$ cat src/rtl/attempt_guard.sv
// Attempt guard: turns code-checker results into timed unlocks, lockouts after
// repeated failures, and a latched alarm after repeated lockouts.
module attempt_guard #(
    parameter int unsigned CYCLES_PER_SEC = 50000000,
    parameter int unsigned OPEN_SECS      = 3,
    parameter int unsigned LOCKOUT_SECS   = 10,
    parameter int unsigned MAX_FAILS      = 3,
    parameter int unsigned MAX_LOCKOUTS   = 2
) (
    input  logic       clk,
    input  logic       resetn,
    input  logic       correct_pw,
    input  logic       invalid_pw,
    input  logic       relock,
    input  logic       alarm_clear,
    output logic       unlock,
    output logic       locked_out,
    output logic       alarm,
    output logic       submit_en,
    output logic [2:0] fail_cnt,
    output logic [3:0] secs_left
);

    localparam int unsigned PW = (CYCLES_PER_SEC > 1) ? $clog2(CYCLES_PER_SEC) : 1;
    localparam logic [PW-1:0] PRESC_MAX = PW'(CYCLES_PER_SEC - 1);
    localparam logic [2:0] FAIL_MAX  = 3'(MAX_FAILS);
    localparam logic [2:0] LOCK_MAX  = 3'(MAX_LOCKOUTS);
    localparam logic [3:0] OPEN_LOAD = 4'(OPEN_SECS);
    localparam logic [3:0] LOCK_LOAD = 4'(LOCKOUT_SECS);

    typedef enum logic [1:0] {
        StReady,
        StOpen,
        StLockout,
        StAlarm
    } state_t;

    state_t        state_q, state_d;
    logic [PW-1:0] presc_q, presc_d;
    logic [3:0]    secs_q, secs_d;
    logic [2:0]    fail_q, fail_d;
    logic [2:0]    lock_q, lock_d;
    logic          correct_q, invalid_q;
    logic          armed_q;

    logic          correct_ev, invalid_ev;
    logic          wrap;
    logic [2:0]    fail_inc, lock_inc;

    // armed_q masks the first sampled cycle so a level held through reset is no event
    assign correct_ev = armed_q & correct_pw & ~correct_q;
    assign invalid_ev = armed_q & invalid_pw & ~invalid_q;
    assign wrap       = (presc_q == PRESC_MAX);
    assign fail_inc   = (fail_q >= FAIL_MAX) ? FAIL_MAX : fail_q + 3'd1;
    assign lock_inc   = (lock_q >= LOCK_MAX) ? LOCK_MAX : lock_q + 3'd1;

    always_comb begin
        state_d = state_q;
        presc_d = wrap ? '0 : presc_q + PW'(1);
        secs_d  = secs_q;
        fail_d  = fail_q;
        lock_d  = lock_q;

        unique case (state_q)
            StReady: begin
                presc_d = '0;
                // A simultaneous correct result is deliberately overridden by a failure
                if (invalid_ev) begin
                    fail_d = fail_inc;
                    if (fail_inc == FAIL_MAX) begin
                        lock_d = lock_inc;
                        if (lock_inc == LOCK_MAX) begin
                            state_d = StAlarm;
                            secs_d  = 4'd0;
                        end else begin
                            state_d = StLockout;
                            secs_d  = LOCK_LOAD;
                        end
                    end
                end else if (correct_ev) begin
                    state_d = StOpen;
                    secs_d  = OPEN_LOAD;
                    fail_d  = 3'd0;
                    lock_d  = 3'd0;
                end
            end
            StOpen: begin
                if (relock) begin
                    state_d = StReady;
                    secs_d  = 4'd0;
                    presc_d = '0;
                end else if (wrap) begin
                    if (secs_q <= 4'd1) begin
                        state_d = StReady;
                        secs_d  = 4'd0;
                    end else begin
                        secs_d = secs_q - 4'd1;
                    end
                end
            end
            StLockout: begin
                if (wrap) begin
                    if (secs_q <= 4'd1) begin
                        state_d = StReady;
                        secs_d  = 4'd0;
                        fail_d  = 3'd0;
                    end else begin
                        secs_d = secs_q - 4'd1;
                    end
                end
            end
            StAlarm: begin
                presc_d = '0;
                secs_d  = 4'd0;
                if (alarm_clear) begin
                    state_d = StReady;
                    fail_d  = 3'd0;
                    lock_d  = 3'd0;
                end
            end
            default: begin
                state_d = StReady;
                presc_d = '0;
                secs_d  = 4'd0;
            end
        endcase
    end

    always_ff @(posedge clk or negedge resetn) begin
        if (!resetn) begin
            state_q    <= StReady;
            presc_q    <= '0;
            secs_q     <= 4'd0;
            fail_q     <= 3'd0;
            lock_q     <= 3'd0;
            correct_q  <= 1'b0;
            invalid_q  <= 1'b0;
            armed_q    <= 1'b0;
            unlock     <= 1'b0;
            locked_out <= 1'b0;
            alarm      <= 1'b0;
            submit_en  <= 1'b1;
        end else begin
            state_q    <= state_d;
            presc_q    <= presc_d;
            secs_q     <= secs_d;
            fail_q     <= fail_d;
            lock_q     <= lock_d;
            correct_q  <= correct_pw;
            invalid_q  <= invalid_pw;
            armed_q    <= 1'b1;
            unlock     <= (state_d == StOpen);
            locked_out <= (state_d == StLockout) || (state_d == StAlarm);
            alarm      <= (state_d == StAlarm);
            submit_en  <= (state_d == StReady);
        end
    end

    assign fail_cnt  = fail_q;
    assign secs_left = secs_q;

endmodule
$ cat config.mk
export PLATFORM = sky130hd
export DESIGN_NAME = attempt_guard
export DESIGN_NICKNAME = d
export VERILOG_FILES = /design/src/rtl/attempt_guard.sv
export SDC_FILE = /design/constraint.sdc
export NUM_CORES = 1
export LEC_CHECK = 0
export ABC_AREA = 1
export BUFFER_PORTS_ARGS = -buffer_cell sky130_fd_sc_hd__buf_4
export CAP_MARGIN = 40
export CORE_ASPECT_RATIO = 1.2
export CORE_UTILIZATION = 42
export DETAILED_ROUTE_END_ITERATION = 16
export PLACE_DENSITY_LB_ADDON = 0.25
export REMOVE_ABC_BUFFERS = 1
export SLEW_MARGIN = 20
export SYNTH_ARGS = -nofsm -noshare
export SYNTH_HDL_FRONTEND = slang
export SYNTH_SLANG_ARGS = --single-unit
export TNS_END_PERCENT = 50
$ cat constraint.sdc
create_clock -name clk -period 2.34 [get_ports clk]
set_clock_uncertainty 0.15 [all_clocks]
set_input_delay 0.468 -clock clk [delete_from_list [all_inputs] [get_ports clk]]
set_output_delay 0.468 -clock clk [all_outputs]
set_load 0.01 [all_outputs]
# Word-level counts from Yosys, hierarchy flattened
# Cells that the tools add are included.
# op_classes
n_eq_ne	14
multipliers	0
n_addsub	4
magnitude_cmp	3
n_shift	0
muxes	31
n_reduce_logical	9
div	0
bitwise_logic	6
# op_table
op	n
$mux 26	2
$pmux 26 s2	1
$mux 4	7
$mux 3	9
$add 26x1->26 const B	1
$eq 26x26->1 const B	1
$pmux 4 s4	1
$mux 2	7
$pmux 3 s3	1
$eq 2x2->1 const B	4
$pmux 2 s4	1
$add 3x1->3 const B	2
$eq 3x2->1 const B	2
$ge 3x2->1 const B	2
$ne 2x2->1 const B	3
$ne 3x3->1 const B	2
$pmux 3 s2	1
$reduce_and 5->1	1
$and 1x1->1	4
$eq 2x1->1 const B	2
$le 4x1->1 const B	1
$logic_not 2->1	2
$reduce_and 4->1	1
$sub 4x1->4 const B	1
other kinds (7)	8
# word_totals
mem_bits_ro	0
latch_bits	0
n_memories	0
ramBits	0
regBits	45

# Depth between registers and ports, before layout
# depth
depth_word	9
ltp_mapped	14

# Worst setup path before layout
# No wires, ideal clock.
# synth_path
kind	reg-to-reg
startpoint	reg fail_q[0], in the netlist fail_cnt[0]
endpoint	reg alarm
t_arrival_ns	1.656
setup_slack_ns	0.421
n_path_buf	0
synth_period_minus_slack_ns	1.919
path_stages_with_launch	11
setup_ns	0.113
cell_sequence	dfrtp_1 ha_1 ha_1 nor2_1 nand2_1 a21oi_1 nor2_1 o211ai_1 nand2_4 nand2_1 inv_1
# synth_via
elab_chain_cells	7
word_cells_on_any_way	8
classes_between	add/sub (1); order compare (1); eq/ne (2); mux (4)
# synth_lines
item	line_no	rtl
start, declared	41	logic [2:0] fail_q, fail_d;
start signal, assigned	147	fail_q <= fail_d;
$add 3x1->3 or $ge 3x2->1 (tied branches)	54	assign fail_inc = (fail_q >= FAIL_MAX) ? FAIL_MAX : fail_q + 3'd1;
$mux 3 *	54	
$eq 3x2->1 *	70	if (fail_inc == FAIL_MAX) begin
$mux 2 *	70	
$mux 2 *	68	if (invalid_ev) begin
$pmux 2 s4 *	64	unique case (state_q)
via state_d[1]	38	state_t state_q, state_d;
$eq 2x2->1 *	154	alarm <= (state_d == StAlarm);
end signal, assigned	154	
end, declared	18	output logic alarm,
# The timed path passes the listed nets; every way through them passes the cells marked *.
# A chain may end at the register's enable or synchronous reset.

# Worst setup path in the final report
# Same ends and word-level chain as after synthesis.

==> out/summary.txt <==
STATUS
----------------------------------------------------------------------------------------
Result of the run                                                           finished clean

POWER
----------------------------------------------------------------------------------------
Cell area power density                                                     776.4 nW/µm²
Leakage power                                                                   1.488 nW
Total power after layout                                                      0.002379 W
Largest vdd supply drop                                                        0.4352 mV

SYNTHESIS
----------------------------------------------------------------------------------------
Synthesized flop and latch total                                                      45
Syn Inst Count                                                                       350
Mean instance size in the synthesized netlist                                  7.825 µm²
Post-synth top area share                                                         40.20%
Cell taking the most area after synthesis                                   sky130_fd_sc_hd__dfrtp_1
Count of distinct cell types in the synthesized netlist                               32
Warnings, synthesis                                                                    0
Post-synthesis instance area                                                    2739 µm²
Synth area leaders                                                          sky130_fd_sc_hd__dfrtp_1 40%, sky130_fd_sc_hd__nand2_1 9.9%, sky130_fd_sc_hd__inv_1 7.0%
Share of the yosys chip area belonging to registers                               41.16%

PLACEMENT
----------------------------------------------------------------------------------------
Dpl ws                                                                          268.5 ps
Number of port buffers                                                                16
Sum of net half-perimeters after detailed placement                              4097 µm
Routability-driven placement congestion ratio                                     0.8172
Total instance count after detailed placement                                        446

CELLS AND AREA
----------------------------------------------------------------------------------------
Final net count                                                                      389
Top library cells by usage in the layout, fill and taps aside               72 x sky130_fd_sc_hd__nand2_1, 51 x sky130_fd_sc_hd__inv_1, 49 x sky130_fd_sc_hd__nor2_1, 44 x sky130_fd_sc_hd__dfrtp_1, 20 x sky130_fd_sc_hd__nand3_1
Count of placed standard cells in the final layout, fillers left out                 453
Leading cell type in the layout, fill and taps excluded                     sky130_fd_sc_hd__nand2_1
Share of post-route cells with drive strength above 1                             15.36%
Antenna diodes                                                                         0
Area growth, synth to finish                                                      11.88%
Number of inserted filler cells in the final layout                                  604

TIMING
----------------------------------------------------------------------------------------
Total Negative Setup Slacks                                                         0 ps
Slew at the pin with the worst max-slew slack                                   571.3 ps
Final Worst Setup Slack                                                         281.9 ps
Peak Freq                                                                      485.9 MHz
Tcrit/Tclk final                                                                  87.95%
Max-slew violation count                                                               0
Max-slew headroom                                                                 61.92%
Finish-stage setup viols                                                               0
Total count of hold-check failures in the final report                                 0
Unrepaired setup endpoints after global routing                                    false
Final critical delay including setup and external delays                         2058 ps

CLOCKING
----------------------------------------------------------------------------------------
Hold bufs inserted after CTS                                                           0
Root Buffer                                                                 sky130_fd_sc_hd__clkbuf_8
Inserted Clock Buffers                                                                 5
Number of buffers inserted by post-CTS setup repair                                    0
Insertion delay to the later sink of the worst-skew pair                          310 ps
Count of instances resized after the clock tree is built                               0
CTS clk-pin slew, worst paths                                                      90 ps
Clock tree from TritonCTS                                                          built
Sinks on the clock net                                                                45
Largest buffer count on any clock path                                                 2
H-tree depth                                                                           2

CRITICAL PATH
----------------------------------------------------------------------------------------
Critical path buffer and inverter count                                                1
Start-to-end type of the worst setup path                                   flop to flop
Endpoint of the worst register-to-register path                                    alarm
Startpoint of the worst-slack reg-to-reg timing path                         fail_cnt[0]
Max stage delay on crit path                                                      440 ps
Cell-by-cell trace of the critical path                                     ha_1 > ha_1 > nor2_1 > nand2_1 > a21oi_1 > nor2_1 > o211ai_1 > nand2_4 > nand2_1 > inv_1
Largest fanout of any net on the critical path                                         6
Setup crit end kind                                                                 flop
Cell family with the largest share of critical-path delay                   simple AND/OR/NAND/NOR gates
Worst path required time                                                         2380 ps
CP Launch Type                                                                      flop
Slack of the worst reg-to-reg path                                                280 ps
CP max-delay cell                                                           sky130_fd_sc_hd__dfrtp_1
Endpoint arrival time on the critical path                                       2100 ps
Depth of the worst register-to-register path                                          10

GRT
----------------------------------------------------------------------------------------
Wire length of the first global-routing pass                                     9556 µm
Antenna violations before repair                                                       0
Pin count of the biggest net entering global routing                                  46
Via count of the first global-routing pass                                          2226
Overall overflow remaining after global route                                          0
All-Layer GR Usage                                                                18.21%

FLOORPLANNING
----------------------------------------------------------------------------------------
Total number of placement rows                                                        31
Horizontal extent of the die                                                    75.72 µm
Total core area                                                                 6167 µm²
Die extent in y                                                                 90.46 µm
I/O Pins                                                                              17
Initial core utilization                                                          44.41%
Die outline area                                                                6849 µm²

DETAILED ROUTING
----------------------------------------------------------------------------------------
Total DRC errors in the routed layout                                                  0
Vias per inst                                                                      4.843
Via count                                                                           2194
Remaining antenna violation count after routing                                        0
Initial DRC count                                                                    101
Final routed wire length divided by cell count                                  12.10 µm
Number of search-and-repair iterations in the first detailed-routing pass              4
Wire length after detailed routing                                               5481 µm

MIN PATH
----------------------------------------------------------------------------------------
Hold Crit Class                                                             input pin to asynchronous set/reset pin

RUN
----------------------------------------------------------------------------------------
Total of max-cap violations                                                            0

[Yosys cell counts, drive strengths merged]
library cell,number
a21boi,1
a21oi,9
a31oi,1
buf,3
conb,1
dfrtp,44
dfstp,1
ha,12
inv,54
nand2,81
nand3,24
nand3b,2
nand4,11
nor2,58
nor3,12
nor3b,5
o211ai,3
o21ai,12
o21bai,2
o221ai,1
xnor2,1
xor2,12
[sequential cells by signal, summed over array words and instances (netlist names)]
register    flops
fail_cnt        3
invalid_q       1
locked_out      1
lock_q          3
secs_left       4
alarm           1
submit_en       1
presc_q        26
correct_q       1
state_q         2
unlock          1
armed_q         1
[power breakdown]
part	internal [W]	total, W	switching (W)
sequential	0.000877	0.000967	0.0000896
combinational	0.000311	0.000840	0.000529
clock	0.000311	0.000572	0.000261
[layer usage]
layer  GRT usage, %  part of all wire [%]  up-vias
met1          21.65                    47     1009
met2          31.70                    49       25
li1               -                     -     1151
met4          6.481                   1.8        0
met5              0                     0        -
met3          3.460                   2.1        9
[through the flow]
step | hold slack [ps] | util, % | instance area (µm²)
final | 1.979 | 49.69 | 3064
after global routing | 55.42 | 49.69 | 3064
after CTS | 17.74 | 49.60 | 3059
after detailed placement | 311.1 | 47.92 | 2955
after global placement | 305.3 | 47.92 | 2955
after floorplan | 22.41 | - | 2713
[cells by family (layout without fill, tap and decap cells)]
logic type	after synthesis	after routing	synth area share (%)
xor+xnor	13	13	4.157
flops	45	45	41.16
compound gates	29	29	6.030
simple gates	193	193	34.67
fa+ha+maj	12	12	5.482
other cells	1	1	0.1369
buf+inv	57	78	8.360
[cell type report]
class	instances	area (µm²)	share of cell area (%)
clock buffers	5	68.82	2.246
clock inverters	2	35.03	1.143
inverters	54	202.7	6.615
multi-input cells	248	1388	45.28
flip-flops and latches	45	1127	36.79
well taps	82	102.6	3.348
repair buffers	17	140.1	4.573
[worst max path at each step]
stage | start | end | slack, ps | cells past startpoint
2_1_floorplan | fail_cnt[0] | alarm | 420 | 10
3_3_place_gp | fail_cnt[0] | lock_q[0] | 360 | 11
3_5_place_dp | fail_cnt[0] | lock_q[0] | 270 | 11
4_1_cts | fail_cnt[0] | lock_q[0] | 250 | 11
5_1_grt | fail_cnt[0] | secs_left[2] | 10 | 11
6_report | fail_cnt[0] | alarm | 280 | 10
(Power assumes the default switching activity.)
